`src/rtl/tbl_pkg.sv`:
```
// Shared types and constants for the math lookup-table loader.
package tbl_pkg;

  localparam int TBL_DW          = 68;
  localparam int TBL_ENTRIES_MAX = 256;
  localparam int TBL_IDX_LO      = 46;
  localparam int TBL_IDX_HI      = 53;
  localparam int TBL_IDX_W       = TBL_IDX_HI - TBL_IDX_LO + 1;

  typedef enum logic [1:0] {
    IDLE,
    LOAD,
    FLUSH
  } state_t;

  // Places an entry index into the table's B operand; every other bit is zero.
  function automatic logic [TBL_DW-1:0] idx_word(input logic [TBL_IDX_W-1:0] idx);
    logic [TBL_DW-1:0] w;
    w = '0;
    w[TBL_IDX_HI:TBL_IDX_LO] = idx;
    return w;
  endfunction

endpackage

```
`src/rtl/tbl_csum.sv`:
```
// XOR checksum over the words written during one table load; the error flag
// is sticky until the next clear.
module tbl_csum
  import tbl_pkg::*;
#(
  parameter int DW = TBL_DW
) (
  input  logic          clk,
  input  logic          rst,
  input  logic          clr,
  input  logic          en,
  input  logic [DW-1:0] data,
  input  logic [DW-1:0] exp_csum,
  input  logic          cmp,
  output logic          err
);

  logic [DW-1:0] acc;

  always_ff @(posedge clk or posedge rst) begin
    if (rst) begin
      acc <= '0;
      err <= 1'b0;
    end else if (clr) begin
      acc <= '0;
      err <= 1'b0;
    end else begin
      if (en) acc <= acc ^ data;
      if (cmp && (acc != exp_csum)) err <= 1'b1;
    end
  end

endmodule

```
`src/rtl/tbl_loader.sv`:
```
// Write-side sequencer that streams source words into a lookup table and locks
// out table reads while loading. Optional checksum: define TBL_LOADER_CSUM_EN.
module tbl_loader
  import tbl_pkg::*;
#(
  parameter int ENTRIES = TBL_ENTRIES_MAX,
  parameter int DW      = TBL_DW
) (
  input  logic              clk,
  input  logic              rst,
  input  logic              start,
  input  logic              abort,
  input  logic [DW-1:0]     in_data,
  input  logic              in_valid,
  output logic              in_ready,
  input  logic [DW-1:0]     exp_csum,
  output logic [DW-1:0]     tbl_A,
  output logic [TBL_DW-1:0] tbl_B,
  output logic              tbl_is_write,
  output logic              tbl_is_read,
  input  logic              lookup_req,
  output logic              busy,
  output logic              done,
  output logic              aborted,
  output logic              csum_err
);

  localparam logic [TBL_IDX_W-1:0] LAST_IDX = TBL_IDX_W'(ENTRIES - 1);

  state_t               state_q, state_d;
  logic [TBL_IDX_W-1:0] idx_q, idx_d;
  logic [TBL_IDX_W-1:0] wr_idx_q;
  logic                 accept;

  // NOTE: every signal assigned here gets a default first, so no path through
  // the case statement can leave one unassigned and infer a latch.
  always_comb begin
    state_d  = state_q;
    idx_d    = idx_q;
    in_ready = 1'b0;
    busy     = 1'b0;
    accept   = 1'b0;
    case (state_q)
      IDLE: begin
        if (start) begin
          state_d = LOAD;
          idx_d   = '0;
        end
      end
      LOAD: begin
        busy     = 1'b1;
        in_ready = 1'b1;
        // A beat presented together with abort is dropped, not written.
        accept   = in_valid & ~abort;
        if (abort) begin
          state_d = IDLE;
        end else if (in_valid) begin
          if (idx_q == LAST_IDX) state_d = FLUSH;
          else                   idx_d   = idx_q + 1'b1;
        end
      end
      FLUSH: begin
        busy    = 1'b1;
        state_d = IDLE;
      end
      default: state_d = IDLE;
    endcase
  end

  // NOTE: sequential state uses non-blocking assignments so every register
  // samples the pre-edge values regardless of statement order.
  always_ff @(posedge clk or posedge rst) begin
    if (rst) begin
      state_q      <= IDLE;
      idx_q        <= '0;
      wr_idx_q     <= '0;
      tbl_A        <= '0;
      tbl_is_write <= 1'b0;
      done         <= 1'b0;
      aborted      <= 1'b0;
    end else begin
      state_q      <= state_d;
      idx_q        <= idx_d;
      tbl_is_write <= accept;
      done         <= (state_q == FLUSH);
      aborted      <= (state_q == LOAD) && abort;
      if (accept) begin
        tbl_A    <= in_data;
        wr_idx_q <= idx_q;
      end
    end
  end

  assign tbl_B       = idx_word(wr_idx_q);
  // Combinational gate: a read can never land on the same cycle as a load write.
  assign tbl_is_read = lookup_req & ~busy;

`ifdef TBL_LOADER_CSUM_EN
  tbl_csum #(
    .DW(DW)
  ) u_csum (
    .clk     (clk),
    .rst     (rst),
    .clr     ((state_q == IDLE) && start),
    .en      (accept),
    .data    (in_data),
    .exp_csum(exp_csum),
    .cmp     (state_q == FLUSH),
    .err     (csum_err)
  );
`else
  logic unused_csum;
  assign unused_csum = ^exp_csum;
  assign csum_err    = 1'b0;
`endif

endmodule

```
`config.mk`:
```
export PLATFORM = sky130hd
export DESIGN_NAME = tbl_loader
export DESIGN_NICKNAME = d
export VERILOG_FILES = /design/src/rtl/tbl_pkg.sv /design/src/rtl/tbl_csum.sv /design/src/rtl/tbl_loader.sv
export SDC_FILE = /design/constraint.sdc
export NUM_CORES = 1
export LEC_CHECK = 0
export CORE_MARGIN = 3
export CORE_UTILIZATION = 35
export DETAILED_ROUTE_END_ITERATION = 7
export PLACE_DENSITY = 0.81
export SLEW_MARGIN = 20
export SYNTH_ARGS = -nofsm -noshare
export SYNTH_HDL_FRONTEND = slang
export SYNTH_SLANG_ARGS = --single-unit
```
`constraint.sdc`:
```
create_clock -name clk -period 3.1 [get_ports clk]
set_clock_uncertainty 0.15 [all_clocks]
set_input_delay 0.31 -clock clk [delete_from_list [all_inputs] [get_ports clk]]
set_output_delay 0.31 -clock clk [all_outputs]
set_load 0.005 [all_outputs]
```
# Yosys cells after proc, flatten, opt, wreduce, memory -nomap -nowiden
# Index checks and enable logic that the tools add are counted.
# word_totals
register_bits	89
elab_cells	40
# op_classes
add_sub_neg	1
n_eq_ne	9
muxes	13
bitwise_logic	4
n_reduce_logical	6
# ops
op	count
8-bit two-way mux	4
8-bit case mux with 2 select lines	1
8-bit by 1-bit adder with 8-bit output, second input constant	1
8-bit equality test, second input constant	1
2-bit two-way mux	4
2-bit != test, second input constant	4
3-bit != test, second input constant	2
5-bit AND reduction	1
2-bit case mux with 2 select lines	1
1-bit two-way mux	3
3-bit AND reduction	1
1-bit bitwise AND	2
2-bit by 1-bit equality test with 1-bit output, second input constant	1
2-bit equality test, second input constant	1
2-bit logical NOT	1
1-bit NOT	2
2-bit nonzero test	1
2-bit OR reduction	1
1-bit logical AND	1

# Logic depth before layout (Yosys ltp)
# Gate-level depths: netlist of the first run.
# depth
ltp_word	5
depth_mapped	9

# Worst setup path after synthesis of the first run
# No wires, ideal clock.
# synth_timing
kind	reg2reg
startpoint	reg state_q[1]
endpoint	reg idx_q[6]
arrival_ns	1.646
required_ns	2.868
path_slack_ns	1.222
stages_incl_launch_ff	9
path_buffers	2
period_less_slack_ns	1.878
path_cell_list	dfrtp_1 > inv_1 > ha_1 > buf_4 > nand3b_2 > buf_6 > a211o_1 > o31a_1 > a31oi_1
# synth_via
elab_chain_len	3
elab_cells_between_ends	9
classes_between	eq/ne (5); mux (1); reduce/logical (3)
# synth_rtl
element	line_no	rtl
start, declared	tbl_loader.sv:30	state_t state_q, state_d;
start signal, assigned	tbl_loader.sv:82	state_q <= state_d;
2-bit by 1-bit equality test with 1-bit output / 2-bit logical NOT (equally long branches)	tbl_loader.sv:43	case (state_q)
2-bit != test (no line) / 2-bit nonzero test (equally long branches)	n/a	
5-bit AND reduction (no line)	n/a	
end signal, assigned	tbl_loader.sv:83	idx_q <= idx_d;
end, declared	tbl_loader.sv:31	logic [TBL_IDX_W-1:0] idx_q, idx_d;
# Several ways; a longest one is shown, not always the timed one.
# A chain may end at the register's enable or synchronous reset.

# Worst setup path in the final report of the first run
# layout_timing
startpoint	reg state_q[1]
endpoint	out in_ready
# layout_via
elab_chain_len	2
# layout_rtl
element	line_no	rtl
2-bit by 1-bit equality test with 1-bit output	tbl_loader.sv:43	
1-bit two-way mux	tbl_loader.sv:43	
end, declared	tbl_loader.sv:15	output logic in_ready,
# Every way passes these cells.

==> flow_metrics.tcl, run 1 <==
set metrics [dict create \
    cts.clk_slew.worst_paths_ns 0.07 \
    global_route.overflow_total 0 \
    post_layout_nets 605 \
    status "complete, no violations" \
    drtAntennaViolNets 0 \
    antenna_found_initial 0 \
    pwr_density_cell_nw_per_um2 872 \
    gr-usage-all-layers 0.135 \
    detailedPlacementHpwl_um 6690 \
    crit_path_start_kind "flip-flop" \
    cts-buffers-inserted 9 \
    worst_hold_path_type "in2async" \
    drv.max_cap_violation_count 0 \
    vdd_drop_max_v 0.000371 \
    static-leakage-power_nw 2.57 \
    first_iter_violations 96 \
    unrepaired_setup_endpoints_after_global_routing "no" \
    slew-limit-headroom 0.586 \
    cts.htree.levels 3 \
    dieHeight_um 113 \
    cts_tree "yes" \
    ff_to_ff_setup_slack_ns 0.84 \
    die_area_um2 12800 \
    layout_cells_sized_above_1 0.205 \
    fin_hold_ws_ns 0.218 \
    cts_hold_buf 0 \
    pnr_worst_setup_slack_ns 0.775 \
    effective_utilization_at_floorplan 0.364 \
    first_pass_iters 4 \
    power.switching_fraction 0.273 \
    dp.cells 587 \
    reported_net_switching_power_w 0.00138 \
    grt_start_max_net_pins 73 \
    setup_viol 0 \
    power.share.clock 0.204 \
    routability_congestion_estimate_from_global_placement 0.793 \
    cts_sinks 89 \
    layout.filler_cells 939 \
    largest_fanout_of_any_net_on_the_critical_path 12 \
    layout_min_cycle_time_ns 2.33 \
    design.portCount 285 \
    core.rowCount 38 \
    p_int_w 0.00366 \
    timing_max_transition_violations_final 0 \
    drt_drc_violations_left 0 \
    worst_pin_slew_ns 0.620 \
    totalWireLength_um 8800 \
    maximum_frequency_from_static_timing_analysis_mhz 430 \
    die_x_um 113 \
    arrival_ns 1.87 \
    wl_per_cell_um 14.6 \
    clk_path_buf_depth 2 \
    number_of_standard_cells_in_the_layout_taps_in_and_fillers_out 603 \
    finalHoldViolations 0 \
    crit_path_end_kind "output port" \
    comb_power_share 0.409 \
    clock-root-buffer "sky130_fd_sc_hd__clkbuf_16" \
    crit_required_ns 2.64 \
    netlist-cell-type-count 31 \
    first_global_vias 2748 \
    critical_setup_path_class "reg2out" \
    min_period_over_period 0.750 \
    syn_to_final_growth_pct 44.2 \
    post_synth.cell_area_avg_um2 13.2 \
    ys_seq_area_frac 0.557 \
    postSynthCellCount 302 \
    placement.io_buffers 155 \
    vias 2665 \
    timing.setup.tns_ns 0 \
    post_route_utilization 0.526 \
    post_cts.repair.setup_buffers 0 \
    worst_skew_pair.late_latency_ns 0.33 \
    yosys_register_bits 89 \
    post_cts_resize_count 0 \
    netlist_area_before_placement_um2 4000 \
    route.detailed.vias_per_inst 4.42 \
    leading_cell_type_in_the_layout_fill_and_taps_excluded "sky130_fd_sc_hd__clkdlybuf4s50_1" \
    grt_first_pass_wirelength_um 13800 \
    yosys_warnings 0 \
    power.sequential.fraction 0.387 \
    preCtsSetupSlack_ns 0.868 \
    diodes 0 \
    final_cell_mix "155 x sky130_fd_sc_hd__clkdlybuf4s50_1, 89 x sky130_fd_sc_hd__dfrtp_1, 74 x sky130_fd_sc_hd__mux2_2" \
    fp.coreArea_um2 11000 \
]
[synth_stat cells]
library cell / n / area, um2
sky130_fd_sc_hd__ha_1: 5 / 62.6
sky130_fd_sc_hd__buf_6: 1 / 11.3
sky130_fd_sc_hd__clkbuf_1: 1 / 3.75
sky130_fd_sc_hd__buf_2: 8 / 40.0
sky130_fd_sc_hd__nand2_1: 7 / 26.3
sky130_fd_sc_hd__buf_4: 62 / 465
sky130_fd_sc_hd__o21ai_0: 6 / 30.0
sky130_fd_sc_hd__and4_1: 3 / 26.3
sky130_fd_sc_hd__a21oi_1: 5 / 25.0
sky130_fd_sc_hd__o2111ai_1: 1 / 8.76
sky130_fd_sc_hd__nand4_1: 1 / 6.26
sky130_fd_sc_hd__a32o_1: 1 / 10.0
sky130_fd_sc_hd__o221ai_1: 1 / 8.76
sky130_fd_sc_hd__o22a_1: 1 / 8.76
sky130_fd_sc_hd__and2_1: 1 / 6.26
sky130_fd_sc_hd__mux2_2: 74 / 833
sky130_fd_sc_hd__nor2_1: 5 / 18.8
sky130_fd_sc_hd__a211o_1: 1 / 8.76
sky130_fd_sc_hd__nand3b_2: 1 / 11.3
sky130_fd_sc_hd__a31oi_1: 4 / 25.0
sky130_fd_sc_hd__o31a_1: 1 / 8.76
sky130_fd_sc_hd__nor3_2: 1 / 10.0
sky130_fd_sc_hd__inv_1: 8 / 30.0
sky130_fd_sc_hd__nand2b_1: 1 / 6.26
sky130_fd_sc_hd__conb_1: 1 / 3.75
sky130_fd_sc_hd__mux2i_1: 2 / 20.0
sky130_fd_sc_hd__o211a_1: 1 / 10.0
sky130_fd_sc_hd__nor2b_1: 2 / 12.5
sky130_fd_sc_hd__nand3_1: 6 / 30.0
sky130_fd_sc_hd__and3_1: 1 / 6.26
sky130_fd_sc_hd__dfrtp_1: 89 / 2230
[through the flow]
step | area [um2] | total power (W)
global placement | 5480 | 0.00398
global route | 5770 | 0.00534
detailed placement | 5480 | 0.00407
finish | 5770 | 0.00503
floorplan | 4230 | 0.00279
CTS | 5770 | 0.00512
[final timing paths]
| check | start | end | cells past startpoint |
|---|---|---|---|
| max | state_q[1] | in_ready | 3 |
| min | rst | tbl_A[17] | 2 |
| max reg2reg | state_q[1] | idx_q[5] | 6 |
| min reg2reg | wr_idx_q[5] | wr_idx_q[5] | 2 |
| max in group asynchronous | rst | tbl_A[16] | 3 |
| min in group clk | wr_idx_q[5] | wr_idx_q[5] | 2 |
[logic make-up after synthesis]
group,after synthesis,share of synthesized area
fa+ha+maj,5,0.0156
buf+inv,80,0.138
compound gates,22,0.0360
simple gates,29,0.0400
flops,89,0.557
mux,76,0.213
other cells,1,0.000937
[power by group through the flow]
stage / Clock [W] / Sequential (W) / Combinational, W
after CTS: 0.00106 / 0.00195 / 0.00210
after detailed placement: 0 / 0.00197 / 0.00209
after floorplan: 0 / 0.00199 / 0.000798
after global routing: 0.00111 / 0.00202 / 0.00221
after global placement: 0 / 0.00194 / 0.00204
final: 0.00103 / 0.00195 / 0.00206
[routing by layer]
layer	vias up	global-route usage	wire length, um	part of all wire
met4	0	0.0433	71	0.0081
met2	137	0.239	4610	0.52
met3	6	0.0449	849	0.097
met5	-	0	0	0
li1	1221	-	-	-
met1	1301	0.153	3270	0.37
[cell type report]
type,count,area (um2),area share
tap,140,175,0.0303
sequential,89,2230,0.386
inverter,8,31.3,0.00542
multi-input combinational,193,1460,0.253
clock inverter,5,36.3,0.00629
clock buffer,11,253,0.0438
timing repair buffer,157,1590,0.276
[registers in the layout, summed over array words and instances (netlist names)]
signal / flops
state_q: 2
wr_idx_q: 8
tbl_A: 68
done: 1
aborted: 1
idx_q: 8
tbl_is_write: 1
[worst max-delay path, stage by stage, from the launching register on]
cell	delay, ns
sky130_fd_sc_hd__dfrtp_1	0.40
sky130_fd_sc_hd__inv_1	0.10
sky130_fd_sc_hd__ha_1	0.43
sky130_fd_sc_hd__clkdlybuf4s50_1	0.59
Power figures use the tool's default switching activity.
==> inputs of run 2 (changes only) <==
- clock period: 3.1 -> 2.3 ns (I/O delays scaled with it)
==> run 2 against run 1 <==
Against the previous run: global-route usage up 0.064 points; final cell count up 0.66%; clock-buffer cell count unchanged; first-iteration DRC count down 30%.
==> flow_metrics.tcl, run 2 (synthesis gave the netlist of run 1 again) <==
set metrics [dict create \
    status "complete, no violations" \
    path_cells "inv_1, ha_1, nor2b_1, clkdlybuf4s50_1" \
    grt_start_max_net_pins 90 \
    static-leakage-power_nw 2.61 \
    routability_congestion_estimate_from_global_placement 0.777 \
    global_route.overflow_total 0 \
    final_cell_mix "155 x sky130_fd_sc_hd__clkdlybuf4s50_1, 89 x sky130_fd_sc_hd__dfrtp_1, 74 x sky130_fd_sc_hd__mux2_2" \
    cts_sinks 89 \
    syn_to_final_growth_pct 46.5 \
    cts.clk_slew.worst_paths_ns 0.06 \
    first_pass_iters 4 \
    min_period_over_period 0.909 \
    dieHeight_um 113 \
    layout_cells_sized_above_1 0.210 \
    vias 2654 \
    die_x_um 113 \
    pwr_density_cell_nw_per_um2 1210 \
    unrepaired_setup_endpoints_after_global_routing "no" \
    first_global_vias 2695 \
    cp_slowest_stage_delay_ns 0.51 \
    fp.coreArea_um2 11000 \
    drv.max_cap_violation_count 0 \
    largest_reg_flops 68 \
    post_cts.repair.setup_buffers 0 \
    cts-buffers-inserted 9 \
    diodes 0 \
    timing.setup.tns_ns 0 \
    maximum_frequency_from_static_timing_analysis_mhz 478 \
    route.detailed.vias_per_inst 4.37 \
    drtAntennaViolNets 0 \
    gr-usage-all-layers 0.136 \
    clk_path_buf_depth 2 \
    wl_per_cell_um 14.4 \
    placement.io_buffers 155 \
    antenna_found_initial 0 \
    grt_first_pass_wirelength_um 13900 \
    crit_required_ns 1.92 \
    totalWireLength_um 8720 \
    first_iter_violations 67 \
    largest_fanout_of_any_net_on_the_critical_path 3 \
    drt_drc_violations_left 0 \
    arrival_ns 1.71 \
    worst_skew_pair.late_latency_ns 0.33 \
    effective_utilization_at_floorplan 0.364 \
    footprint_of_the_multi_input_gates_um2 1460 \
    crit_path_end_kind "output port" \
    clock-root-buffer "sky130_fd_sc_hd__clkbuf_16" \
    dpl-instance-area_um2 5520 \
    top_register "tbl_A" \
    critical_setup_path_class "reg2out" \
    detailedPlacementHpwl_um 6640 \
    crit_path_start_kind "flip-flop" \
    cts.htree.levels 3 \
    core.rowCount 38 \
    finalHoldViolations 0 \
    setup_viol 0 \
    timing_max_transition_violations_final 0 \
    cts_hold_buf 0 \
    seq_area_um2 2230 \
    crit_slowest_cell "sky130_fd_sc_hd__clkdlybuf4s50_1" \
    post_layout_nets 609 \
    die_area_um2 12800 \
    worst_hold_path_type "in2async" \
    cts_tree "yes" \
    stdcell_area_um2 5860 \
    layout.filler_cells 954 \
    reg_top3 "tbl_A: 68 flops, idx_q: 8 flops, wr_idx_q: 8 flops" \
    leading_cell_type_in_the_layout_fill_and_taps_excluded "sky130_fd_sc_hd__clkdlybuf4s50_1" \
    layout_min_cycle_time_ns 2.09 \
    post_cts_resize_count 0 \
    vdd_drop_max_v 0.000498 \
    design.portCount 285 \
]
[run 2: cell count changes in the layout (fill, tap and decap cells not counted), sizes merged]
cell      before  now
clkinv         4    1
bufinv         0    3
inv            9    7
clkinvlp       0    2
buf            2    6
[run 2: per-stage QoR]
stage | cells | worst slack [ns] | utilization | power, W | hold WS [ns]
after global placement | 591 | 0.331 | 0.502 | 0.00537 | 0.317
final | 607 | 0.209 | 0.534 | 0.00709 | 0.245
after global routing | 607 | 0.0586 | 0.534 | 0.00753 | 0.311
after floorplan | 362 | 0.422 | - | 0.00376 | 0.230
after CTS | 607 | 0.179 | 0.534 | 0.00722 | 0.260
after detailed placement | 591 | 0.310 | 0.502 | 0.00551 | 0.323
[run 2: routing by layer]
| metal | wire length (um) | up-vias | share of wire | global-route usage |
|---|---|---|---|---|
| met5 | 0 | - | 0 | 0 |
| met4 | 75 | 0 | 0.0086 | 0.0409 |
| met3 | 617 | 7 | 0.071 | 0.0321 |
| met2 | 4600 | 122 | 0.53 | 0.244 |
| met1 | 3430 | 1289 | 0.39 | 0.161 |
| li1 | - | 1236 | - | - |
[run 2: final timing paths]
| kind | startpoint | slack, ns | end | cells after the start |
|---|---|---|---|---|
| max in group asynchronous | rst | 1.40 | tbl_A[32] | 3 |
| min in group clk | wr_idx_q[6] | 0.33 | wr_idx_q[6] | 2 |
| hold reg to reg | wr_idx_q[6] | 0.33 | wr_idx_q[6] | 2 |
| setup reg to reg | state_q[1] | 0.35 | idx_q[1] | 6 |
| hold / removal | rst | 0.25 | tbl_A[49] | 3 |
| setup / recovery | state_q[0] | 0.21 | tbl_is_read | 4 |
[run 2: area by class of cell]
class,instances,share of cell area
flip-flops and latches,89,0.380
well taps,140,0.0299
inverters,8,0.00576
clock buffers,11,0.0414
multi-input cells,193,0.249
repair buffers,161,0.277
clock inverters,5,0.0175
[run 2: power breakdown]
group | switching (W) | internal [W] | total [W]
sequential | 0.000366 | 0.00227 | 0.00263
combinational | 0.000899 | 0.00189 | 0.00279
clock | 0.000575 | 0.00109 | 0.00166
[run 2: critical path: cells and delay by family (launching register included)]
kind	cells	cell delay [ns]
flops	1	0.37
simple gates	1	0.11
fa+ha+maj	1	0.31
buf+inv	2	0.59
